$ cat config.mk
export PLATFORM = sky130hd
export DESIGN_NAME = adcreader_flat
export DESIGN_NICKNAME = d
export VERILOG_FILES = /design/src/rtl/adcreader_if.sv /design/src/rtl/adcreader.sv /design/src/flat_wrapper.sv
export SDC_FILE = /design/constraint.sdc
export NUM_CORES = 1
export LEC_CHECK = 0
export CORE_ASPECT_RATIO = 0.5
export CORE_MARGIN = 8
export CORE_UTILIZATION = 33
export DETAILED_ROUTE_END_ITERATION = 10
export HOLD_SLACK_MARGIN = 0.05
export PLACE_DENSITY = 0.62
export SLEW_MARGIN = 20
export SYNTH_ARGS = -nofsm -noshare
export SYNTH_HDL_FRONTEND = slang
export SYNTH_SLANG_ARGS = --single-unit
$ cat constraint.sdc
create_clock -name clk -period 2.3 [get_ports clk]
set_input_delay 0.69 -clock clk [delete_from_list [all_inputs] [get_ports clk]]
set_output_delay 0.69 -clock clk [all_outputs]
set_load 0.005 [all_outputs]
$ cat src/rtl/adcreader_if.sv
// Bundles the start/sample handshake with the 3-wire ADC serial pins.
// master = capture engine side, slave = ADC plus sample consumer side.
interface adcreader_if #(
  parameter int DATA_BITS = 14
);
  logic                 start;
  logic                 sdata;
  logic                 sclk;
  logic                 cs_n;
  logic                 busy;
  logic [DATA_BITS-1:0] adc_data;
  logic                 valid;

  modport master (
    input  start,
    input  sdata,
    output sclk,
    output cs_n,
    output busy,
    output adc_data,
    output valid
  );

  modport slave (
    output start,
    output sdata,
    input  sclk,
    input  cs_n,
    input  busy,
    input  adc_data,
    input  valid
  );
endinterface

$ cat src/rtl/adcreader.sv
// Serial ADC capture (CPOL=1, MSB first); valid at HALF_PERIOD*(2T+1)+1 cycles after start is accepted.
// No backpressure: start is only accepted while busy is low and is never queued.
module adcreader #(
  parameter int DATA_BITS    = 14,
  parameter int LEAD_BITS    = 2,
  parameter int HALF_PERIOD  = 1,
  parameter int QUIET_CYCLES = 2
) (
  input  logic         clk,
  input  logic         reset,
  adcreader_if.master  bus
);
  localparam int T = LEAD_BITS + DATA_BITS;
  localparam logic [7:0] HP_LOAD = 8'(HALF_PERIOD - 1);
  localparam logic [7:0] Q_LOAD  = 8'((QUIET_CYCLES > 0) ? QUIET_CYCLES - 1 : 0);
  localparam logic [4:0] LAST_BIT = 5'(T - 1);

  typedef enum logic [1:0] {IDLE, SETUP, SHIFT, QUIET} state_t;

  state_t               state, state_nxt;
  logic [7:0]           hp_cnt, hp_nxt;
  logic [4:0]           bit_cnt, bit_nxt;
  logic [7:0]           q_cnt, q_nxt;
  logic [T-1:0]         shreg, sh_nxt;
  logic                 sclk_q, sclk_nxt;
  logic                 cs_n_q, cs_n_nxt;
  logic                 busy_q, busy_nxt;
  logic                 valid_q, valid_nxt;
  logic [DATA_BITS-1:0] data_q, data_nxt;

  always_ff @(posedge clk) begin
    if (reset) begin
      state   <= IDLE;
      hp_cnt  <= '0;
      bit_cnt <= '0;
      q_cnt   <= '0;
      shreg   <= '0;
      sclk_q  <= 1'b1;
      cs_n_q  <= 1'b1;
      busy_q  <= 1'b0;
      valid_q <= 1'b0;
      data_q  <= '0;
    end else begin
      state   <= state_nxt;
      hp_cnt  <= hp_nxt;
      bit_cnt <= bit_nxt;
      q_cnt   <= q_nxt;
      shreg   <= sh_nxt;
      sclk_q  <= sclk_nxt;
      cs_n_q  <= cs_n_nxt;
      busy_q  <= busy_nxt;
      valid_q <= valid_nxt;
      data_q  <= data_nxt;
    end
  end

  always_comb begin
    state_nxt = state;
    hp_nxt    = hp_cnt;
    bit_nxt   = bit_cnt;
    q_nxt     = q_cnt;
    sh_nxt    = shreg;
    sclk_nxt  = sclk_q;
    cs_n_nxt  = cs_n_q;
    busy_nxt  = busy_q;
    valid_nxt = 1'b0;
    data_nxt  = data_q;
    case (state)
      IDLE: begin
        if (bus.start) begin
          state_nxt = SETUP;
          cs_n_nxt  = 1'b0;
          busy_nxt  = 1'b1;
          sclk_nxt  = 1'b1;
          hp_nxt    = HP_LOAD;
        end
      end
      SETUP: begin
        if (hp_cnt == '0) begin
          state_nxt = SHIFT;
          sclk_nxt  = 1'b0;
          hp_nxt    = HP_LOAD;
          bit_nxt   = '0;
        end else begin
          hp_nxt = hp_cnt - 8'd1;
        end
      end
      SHIFT: begin
        if (hp_cnt != '0) begin
          hp_nxt = hp_cnt - 8'd1;
        end else begin
          hp_nxt = HP_LOAD;
          if (!sclk_q) begin
            // Rising sclk edge: the ADC has held this bit for a full low phase.
            sclk_nxt = 1'b1;
            sh_nxt   = {shreg[T-2:0], bus.sdata};
          end else if (bit_cnt == LAST_BIT) begin
            state_nxt = QUIET;
            cs_n_nxt  = 1'b1;
            sclk_nxt  = 1'b1;
            valid_nxt = 1'b1;
            data_nxt  = shreg[DATA_BITS-1:0];
            q_nxt     = Q_LOAD;
          end else begin
            sclk_nxt = 1'b0;
            bit_nxt  = bit_cnt + 5'd1;
          end
        end
      end
      QUIET: begin
        if (q_cnt == '0) begin
          state_nxt = IDLE;
          busy_nxt  = 1'b0;
        end else begin
          q_nxt = q_cnt - 8'd1;
        end
      end
      default: state_nxt = IDLE;
    endcase
  end

  assign bus.sclk     = sclk_q;
  assign bus.cs_n     = cs_n_q;
  assign bus.busy     = busy_q;
  assign bus.valid    = valid_q;
  assign bus.adc_data = data_q;
endmodule

$ cat src/flat_wrapper.sv
// flat-port wrapper written by rule: the top's interface ports become plain ports
module adcreader_flat 
#(
  parameter int DATA_BITS    = 14,
  parameter int LEAD_BITS    = 2,
  parameter int HALF_PERIOD  = 1,
  parameter int QUIET_CYCLES = 2
)
  (clk, reset, bus_start, bus_sdata, bus_sclk, bus_cs_n, bus_busy, bus_adc_data, bus_valid);
  adcreader_if #(.DATA_BITS(DATA_BITS)) bus_i ();
  input  logic clk;
  input  logic reset;
  input wire logic [$bits(bus_i.start)-1:0] bus_start;
  input wire logic [$bits(bus_i.sdata)-1:0] bus_sdata;
  output wire logic [$bits(bus_i.sclk)-1:0] bus_sclk;
  output wire logic [$bits(bus_i.cs_n)-1:0] bus_cs_n;
  output wire logic [$bits(bus_i.busy)-1:0] bus_busy;
  output wire logic [$bits(bus_i.adc_data)-1:0] bus_adc_data;
  output wire logic [$bits(bus_i.valid)-1:0] bus_valid;
  assign bus_i.start = bus_start;
  assign bus_i.sdata = bus_sdata;
  assign bus_sclk = bus_i.sclk;
  assign bus_cs_n = bus_i.cs_n;
  assign bus_busy = bus_i.busy;
  assign bus_adc_data = bus_i.adc_data;
  assign bus_valid = bus_i.valid;
  adcreader #(.DATA_BITS(DATA_BITS), .LEAD_BITS(LEAD_BITS), .HALF_PERIOD(HALF_PERIOD), .QUIET_CYCLES(QUIET_CYCLES)) u_core (.clk(clk), .reset(reset), .bus(bus_i));
endmodule
After elaboration in Yosys (flattened, before gate mapping)
Cells that the tools add are included.
{"block": "word_totals", "regBits": 55, "inputBits": 4, "output_inout_bits": 18, "elab_cells": 81}
{"block": "op_classes", "add_sub_neg": 3, "n_eq_ne": 12, "muxes": 34, "n_bitwise": 3, "n_reduce_logical": 19}
{"cell": "two-way mux 8 bit", "n": 7}
{"cell": "one-hot mux 8 bit (3 select lines)", "n": 1}
{"cell": "two-way mux 5 bit", "n": 4}
{"cell": "zero test 8 bit", "n": 2}
{"cell": "one-hot mux 8 bit (2 select lines)", "n": 1}
{"cell": "subtractor 8 x 1 -> 8 bit (second input constant)", "n": 2}
{"cell": "AND reduction 5 bit", "n": 3}
{"cell": "two-way mux 2 bit", "n": 6}
{"cell": "two-way mux 1 bit", "n": 10}
{"cell": "one-hot mux 5 bit (2 select lines)", "n": 1}
{"cell": "inequality test 2 x 1 -> 1 bit (second input constant)", "n": 4}
{"cell": "inequality test 2 bit (second input constant)", "n": 4}
{"cell": "one-hot mux 2 bit (4 select lines)", "n": 1}
{"cell": "AND reduction 4 bit", "n": 2}
{"cell": "nonzero test 2 bit", "n": 4}
{"cell": "nonzero test 8 bit", "n": 1}
{"cell": "AND reduction 3 bit", "n": 2}
{"cell": "AND reduction 6 bit", "n": 1}
{"cell": "adder 5 x 1 -> 5 bit (second input constant)", "n": 1}
{"cell": "equality test 5 x 4 -> 1 bit (second input constant)", "n": 1}
{"cell": "equality test 2 bit (second input constant)", "n": 2}
{"cell": "one-hot mux 1 bit (2 select lines)", "n": 2}
{"cell": "OR reduction 4 bit", "n": 1}
{"cell": "NOT 1 bit", "n": 3}
{"cell": "5 further kinds", "n": 5}

Longest topological paths before layout
Gate-level depths: netlist (run 1).
{"block": "depth", "depth_word": 5, "mapped_depth": 9, "ltp_nobuf": 7}

Least setup slack after synthesis (run 1)
Ideal clock, no wire load.
{"block": "synth_path", "kind": "register to register", "start": "reg u_core.hp_cnt[0]", "end": "reg u_core.data_q[0] (netlist: u_core.bus.adc_data[0])", "setup_time_ns": 0.128, "arrival_time_ns": 2.036, "t_required_ns": 2.172, "setup_slack_ns": 0.136, "path_stages_with_launch": 10, "n_path_buf": 3, "period_less_slack_ns": 2.164, "cell_sequence": "dfxtp_1 inv_1 ha_1 or4b_1 clkbuf_2 or4_1 buf_6 buf_12 mux2i_1 nor2_1"}
{"block": "synth_between", "elab_chain_cells": 3}
{"element": "start, declared", "line_no": "adcreader.sv:21", "text": "logic [7:0] hp_cnt, hp_nxt;"}
{"element": "start signal, assigned", "line_no": "adcreader.sv:45", "text": "hp_cnt <= hp_nxt;"}
{"element": "nonzero test 8 bit", "line_no": "adcreader.sv:89", "text": "if (hp_cnt != '0) begin"}
{"element": "NOT 1 bit (no line)"}
{"element": "AND reduction 4 bit (no line)"}
{"element": "end signal, assigned", "line_no": "adcreader.sv:53", "text": "data_q <= data_nxt;"}
{"element": "end, declared", "line_no": "adcreader.sv:29", "text": "logic [DATA_BITS-1:0] data_q, data_nxt;"}
No other way between the ends.
A chain may end at the register's enable or synchronous reset.

Final worst setup path (run 1)
{"block": "layout_path", "start": "reg u_core.hp_cnt[1]", "end": "reg u_core.q_cnt[3]"}
{"block": "layout_between", "elab_chain_cells": 3}
{"element": "nonzero test 8 bit", "line_no": "adcreader.sv:89"}
{"element": "inequality test 2 bit (no line)"}
{"element": "AND reduction 5 bit (no line)"}
{"element": "end signal, assigned", "line_no": "adcreader.sv:47", "text": "q_cnt <= q_nxt;"}
{"element": "end, declared", "line_no": "adcreader.sv:23", "text": "logic [7:0] q_cnt, q_nxt;"}
No other way between the ends.

==> flow_metrics.env, run 1 <==
export IMPL_status="finished clean"
export IMPL_clock_sinks=55
export IMPL_h_tree_depth=2
export IMPL_synthCells=272
export IMPL_maxSlewHeadroom_pct=70.9
export IMPL_grt_pass1_vias=1962
export IMPL_fillers=736
export IMPL_top_usage_layer="met2"
export IMPL_cts_tree="built"
export IMPL_crit_fanout=5
export IMPL_gr_usage_met1_pct=9.95
export IMPL_syn_num_nets=287
export IMPL_min_period_ns=2.20
export IMPL_grt_use_met3_pct=2.53
export IMPL_hp_class="reg -> reg"
export IMPL_post_cts_repair_setup_buffers=0
export IMPL_final_cell_mix="dfxtp_1 (55), nor2_1 (42), mux2i_1 (34)"
export IMPL_final_common_cell="dfxtp_1"
export IMPL_fmax_mhz=454
export IMPL_drive_above_1_share_pct=11.5
export IMPL_r2r_slack_ns=0.1
export IMPL_arrival_ns=2.42
export IMPL_cts_root_buf="clkbuf_16"
export IMPL_grt_max_degree=31
export IMPL_synth_edf_count=0
export IMPL_total_power_w=0.00350
export IMPL_switching_power_w=0.00124
export IMPL_path_class="reg -> reg"
export IMPL_synth_area_leaders="dfxtp_1 (43%), mux2i_1 (13%), nor2_1 (6.2%)"
export IMPL_vias_per_cell=4.96
export IMPL_setup_viol=0
export IMPL_nNetsFinal=319
export IMPL_path_clk_slew_ns=0.07
export IMPL_route_detailed_drc=0
export IMPL_die_h_um=78.3
export IMPL_max_cap_violations=0
export IMPL_synth_flop_cell="dfxtp_1"
export IMPL_required_ns=2.52
export IMPL_antenna_found_initial=0
export IMPL_dieArea_um2=11000
export IMPL_synth_area_um2=2560
export IMPL_clk_latency_ns=0.29
export IMPL_maxSlewViolCount=0
export IMPL_tightest_slew_ns=0.435
export IMPL_synth_top_area_share_pct=43.1
export IMPL_dp_hpwl_mm=3.76
export IMPL_clock_skew_ns=0.00757
export IMPL_fin_setup_tns_ns=0
export IMPL_wirelength_mm=5.14
export IMPL_num_antenna_cells=0
export IMPL_multi_input_area_um2=1330
export IMPL_syn_avg_cell_area_um2=9.40
export IMPL_combPwrFrac_pct=41.9
export IMPL_async_reset_ff_share_pct=0
export IMPL_power_frac_seq_pct=35.3
export IMPL_pin_count=22
export IMPL_cts_made_buffers=5
export IMPL_start_util_pct=34.4
export IMPL_yosysTopAreaCell="dfxtp_1"
export IMPL_cts_buffer_depth=2
export IMPL_worst_hold_slack_ns=0.478
export IMPL_hold_viol=0
export IMPL_worst_setup_path_end_kind="register"
export IMPL_irDropWorstVdd_uv=403
export IMPL_die_w_um=140
export IMPL_grt_pass1_wl_mm=8.67
export IMPL_rsz0062_at_grt="no"
export IMPL_antenna_left=0
export IMPL_drt_iter0_markers=94
export IMPL_fp_row_count=22
export IMPL_startpoint_type="register"
export IMPL_ys_ff_latch=55
export IMPL_ys_types=48
export IMPL_power_leakage_nw=1.39
export IMPL_ys_warn_count=0
export IMPL_power_density_nw_per_um2=1130
export IMPL_track_usage_pct=9.32
export IMPL_wl_per_cell_um=12.8
export IMPL_syn_to_final_growth_pct=21.4
export IMPL_clockPowerShare_pct=22.7
export IMPL_internal_power_w=0.00226
export IMPL_dr_pass1_iters=4
export IMPL_grt_use_met2_pct=17.4
export IMPL_seq_area_frac_synth_pct=43.1
export IMPL_port_buffers=21
export IMPL_core_area_um2=7430
export IMPL_seqCellArea_um2=1100
export IMPL_via_count=1989
export IMPL_place_congestion=0.806
export IMPL_post_route_period_util_pct=95.8
export IMPL_overflow=0
export IMPL_p_sw_share_pct=35.3
## worst max-delay path: stages (launching register included)
cell      delay, ns
dfxtp_1        0.35
inv_1          0.08
ha_1           0.16
or4b_4         0.48
o31a_1         0.38
or4_1          0.53
a21boi_1       0.15
## kinds of logic (layout without fill, tap and decap cells)
group / count (synthesis) / in the layout / synth area share (%)
flip-flops: 55 / 55 / 43.1
multiplexers: 34 / 34 / 13.3
AND/OR/NAND/NOR: 102 / 102 / 20.9
AO/OA/AOI/OAI: 41 / 41 / 10.8
buffers and inverters: 26 / 59 / 5.53
adder cells (fa/ha/maj): 11 / 11 / 5.38
XOR/XNOR: 3 / 3 / 1.03
## what timing repair did
action | 4_1_cts | 5_1_grt
setup endpoints to repair | 0 | 10
gates resized for setup | 0 | 3
hold buffers | 0 | 0
## power by group through the flow
stage | logic, W | clock network, W | registers, W
final | 0.00147 | 0.000796 | 0.00124
after global placement | 0.00139 | 0 | 0.00125
after floorplan | 0.000997 | 0 | 0.00122
after CTS | 0.00144 | 0.000817 | 0.00123
after detailed placement | 0.00142 | 0 | 0.00125
after global routing | 0.00162 | 0.000850 | 0.00126
## registers in the layout, summed over array words and instances, names as in the netlist
register,count
u_core.shreg,14
u_core.bit_cnt,5
u_core.q_cnt,8
u_core.hp_cnt,8
u_core.bus.sclk,1
u_core.bus.busy,1
u_core.bus.adc_data,14
u_core.state,2
u_core.bus.valid,1
u_core.bus.cs_n,1
## cell usage after synthesis (5+ instances only)
| cell type | n |
|---|---|
| dfxtp_1 | 55 |
| nand3b_1 | 5 |
| nand2_1 | 9 |
| clkbuf_1 | 10 |
| ha_1 | 11 |
| a21oi_1 | 13 |
| nand2b_1 | 13 |
| nor2_1 | 42 |
| or3_1 | 5 |
| mux2i_1 | 34 |
| nand3_1 | 5 |
| inv_1 | 10 |
## final timing paths
kind	cells past startpoint	from	end
max	6	u_core.hp_cnt[1]$_SDFFE_PP0P_	u_core.q_cnt[3]$_SDFFE_PP0P_
min	2	u_core.q_cnt[7]$_SDFFE_PP0P_	u_core.q_cnt[7]$_SDFFE_PP0P_
max reg2reg	6	u_core.hp_cnt[1]$_SDFFE_PP0P_	u_core.q_cnt[3]$_SDFFE_PP0P_
min reg2reg	2	u_core.q_cnt[7]$_SDFFE_PP0P_	u_core.q_cnt[7]$_SDFFE_PP0P_
## metrics by stage
stage	area [um^2]	setup slack [ns]	utilization, %	cells
floorplan	2560	0.136	-	272
global placement	2930	-0.120	39.5	393
detailed placement	2930	-0.178	39.5	393
CTS	3090	0.0524	41.6	401
global route	3110	0.00368	41.8	401
finish	3110	0.0967	41.8	401
## area by class of cell
class	instances	area share (%)
Tap cell	96	3.87
Clock buffer	6	4.47
Timing Repair Buffer	41	11.6
Inverter	10	1.21
Clock inverter	2	0.604
Multi-Input combinational cell	191	42.8
Sequential cell	55	35.5
## routing by layer
layer	share of wire, %	up-vias	wire length [um]
li1	-	1021	-
met1	46	942	2360
met2	49	22	2530
met3	3.8	4	196
met4	1.2	0	61
met5	0	-	0
(Power assumes the default switching activity.)
==> run 2, diff against run 1 <==
--- a/config.mk
+++ b/config.mk
@@ -7,10 +7,10 @@
 export LEC_CHECK = 0
 export CORE_ASPECT_RATIO = 0.5
 export CORE_MARGIN = 8
-export CORE_UTILIZATION = 33
+export CORE_UTILIZATION = 40
 export DETAILED_ROUTE_END_ITERATION = 10
 export HOLD_SLACK_MARGIN = 0.05
-export PLACE_DENSITY = 0.62
+export PLACE_DENSITY = 0.71
 export SLEW_MARGIN = 20
 export SYNTH_ARGS = -nofsm -noshare
 export SYNTH_HDL_FRONTEND = slang
==> run 2 against run 1 <==
Worst setup slack lost 0.0058 ns. Critical endpoint is now u_core.state[0]$_SDFFE_PP0P_. Critical path depth is the same. Largest cell class unchanged. Non-clock buffer count shrank 1. Register-to-register slack is essentially flat.
==> flow_metrics.env, run 2 (synthesis gave the netlist of run 1 again) <==
export IMPL_drive_above_1_share_pct=10.9
export IMPL_utilization_pct=50.9
export IMPL_h_tree_depth=2
export IMPL_hp_class="reg -> reg"
export IMPL_min_period_ns=2.21
export IMPL_cts_buffer_depth=2
export IMPL_drt_iter0_markers=105
export IMPL_total_power_w=0.00360
export IMPL_antenna_found_initial=0
export IMPL_tightest_slew_ns=0.452
export IMPL_max_cap_violations=0
export IMPL_irDropWorstVdd_uv=440
export IMPL_arrival_ns=2.41
export IMPL_power_leakage_nw=1.40
export IMPL_dr_pass1_iters=4
export IMPL_path_clk_slew_ns=0.07
export IMPL_maxSlewHeadroom_pct=69.8
export IMPL_required_ns=2.50
export IMPL_internal_power_w=0.00235
export IMPL_dieArea_um2=9360
export IMPL_power_frac_seq_pct=34.5
export IMPL_syn_to_final_growth_pct=22.0
export IMPL_dp_hpwl_mm=3.60
export IMPL_maxSlewViolCount=0
export IMPL_finalInstanceArea_um2=3120
export IMPL_via_count=1988
export IMPL_cts_root_buf="clkbuf_16"
export IMPL_clk_latency_ns=0.30
export IMPL_combPwrFrac_pct=40.6
export IMPL_wirelength_mm=5.11
export IMPL_core_area_um2=6130
export IMPL_nNetsFinal=318
export IMPL_num_antenna_cells=0
export IMPL_switching_power_w=0.00126
export IMPL_grt_max_degree=35
export IMPL_startpoint_type="register"
export IMPL_final_cell_mix="dfxtp_1 (55), nor2_1 (42), mux2i_1 (34)"
export IMPL_port_buffers=21
export IMPL_wl_per_cell_um=13.0
export IMPL_final_common_cell="dfxtp_1"
export IMPL_start_util_pct=41.7
export IMPL_grt_pass1_wl_mm=8.94
export IMPL_fmax_mhz=453
export IMPL_status="finished clean"
export IMPL_crit_fanout=5
export IMPL_hold_viol=0
export IMPL_fillers=561
export IMPL_route_detailed_drc=0
export IMPL_post_route_period_util_pct=96.0
export IMPL_cts_tree="built"
export IMPL_p_sw_share_pct=34.9
export IMPL_worst_setup_path_end_kind="register"
export IMPL_clock_skew_ns=0.00783
export IMPL_vias_per_cell=5.07
export IMPL_setup_viol=0
export IMPL_pin_count=22
export IMPL_die_w_um=129
export IMPL_overflow=0
export IMPL_power_density_nw_per_um2=1150
export IMPL_die_h_um=72.5
export IMPL_place_congestion=0.798
export IMPL_antenna_left=0
export IMPL_track_usage_pct=11.6
export IMPL_clock_sinks=55
export IMPL_path_class="reg -> reg"
export IMPL_placed_area_um2=2910
export IMPL_clockPowerShare_pct=24.9
export IMPL_cts_made_buffers=5
export IMPL_fp_row_count=20
export IMPL_grt_pass1_vias=1961
[run 2: layer usage]
metal | part of all wire, % | GRT usage (%)
met1 | 47 | 13.3
met5 | 0 | 0
met4 | 2.1 | 5.81
met2 | 47 | 19.8
met3 | 3.8 | 2.85
[run 2: path summary, 6_finish.rpt]
kind	from	to	slack [ns]	depth (start not counted)
worst min-delay path	u_core.q_cnt[7]$_SDFFE_PP0P_	u_core.q_cnt[7]$_SDFFE_PP0P_	0.47	2
worst max-delay path	u_core.hp_cnt[0]$_SDFFE_PP0P_	u_core.state[0]$_SDFFE_PP0P_	0.09	6
worst max register to register	u_core.hp_cnt[0]$_SDFFE_PP0P_	u_core.state[0]$_SDFFE_PP0P_	0.09	6
worst min register to register	u_core.q_cnt[7]$_SDFFE_PP0P_	u_core.q_cnt[7]$_SDFFE_PP0P_	0.47	2
[run 2: stage by stage]
stage / hold WS, ns / setup slack, ns / std cells / setup TNS [ns]
CTS: 0.480 / 0.0224 / 390 / 0
detailed placement: 0.469 / -0.143 / 382 / -0.378
global route: 0.505 / -0.00912 / 392 / -0.00912
floorplan: 0.446 / 0.136 / 272 / 0
finish: 0.473 / 0.0909 / 392 / 0
global placement: 0.457 / -0.0954 / 382 / -0.249
[run 2: power by group through the flow]
stage / sequential (W) / combinational [W] / clock (W)
floorplan: 0.00122 / 0.000997 / 0
global placement: 0.00125 / 0.00135 / 0
detailed placement: 0.00126 / 0.00138 / 0
CTS: 0.00124 / 0.00140 / 0.000909
global route: 0.00127 / 0.00164 / 0.000946
finish: 0.00124 / 0.00146 / 0.000896
[run 2: final cells by class]
class / instances / area, um^2 / area share [%]
clock buffers: 5 / 125 / 4.01
clock inverters: 3 / 55.1 / 1.76
inverters: 10 / 37.5 / 1.20
multi-input cells: 191 / 1320 / 42.4
flip-flops and latches: 55 / 1100 / 35.3
well taps: 88 / 110 / 3.53
repair buffers: 40 / 369 / 11.8
[run 2: what timing repair did]
| item | CTS | global route |
|---|---|---|
| setup buffers | 0 | 2 |
| setup endpoints to repair | 0 | 31 |
| resized for setup | 0 | 3 |
| hold buffers | 0 | 0 |
[run 2: worst max-delay path, stage by stage (launching register included)]
cell	delay, ns
dfxtp_1	0.34
inv_1	0.09
ha_1	0.16
or4b_4	0.50
o31a_1	0.37
a2111o_1	0.34
a221oi_1	0.29
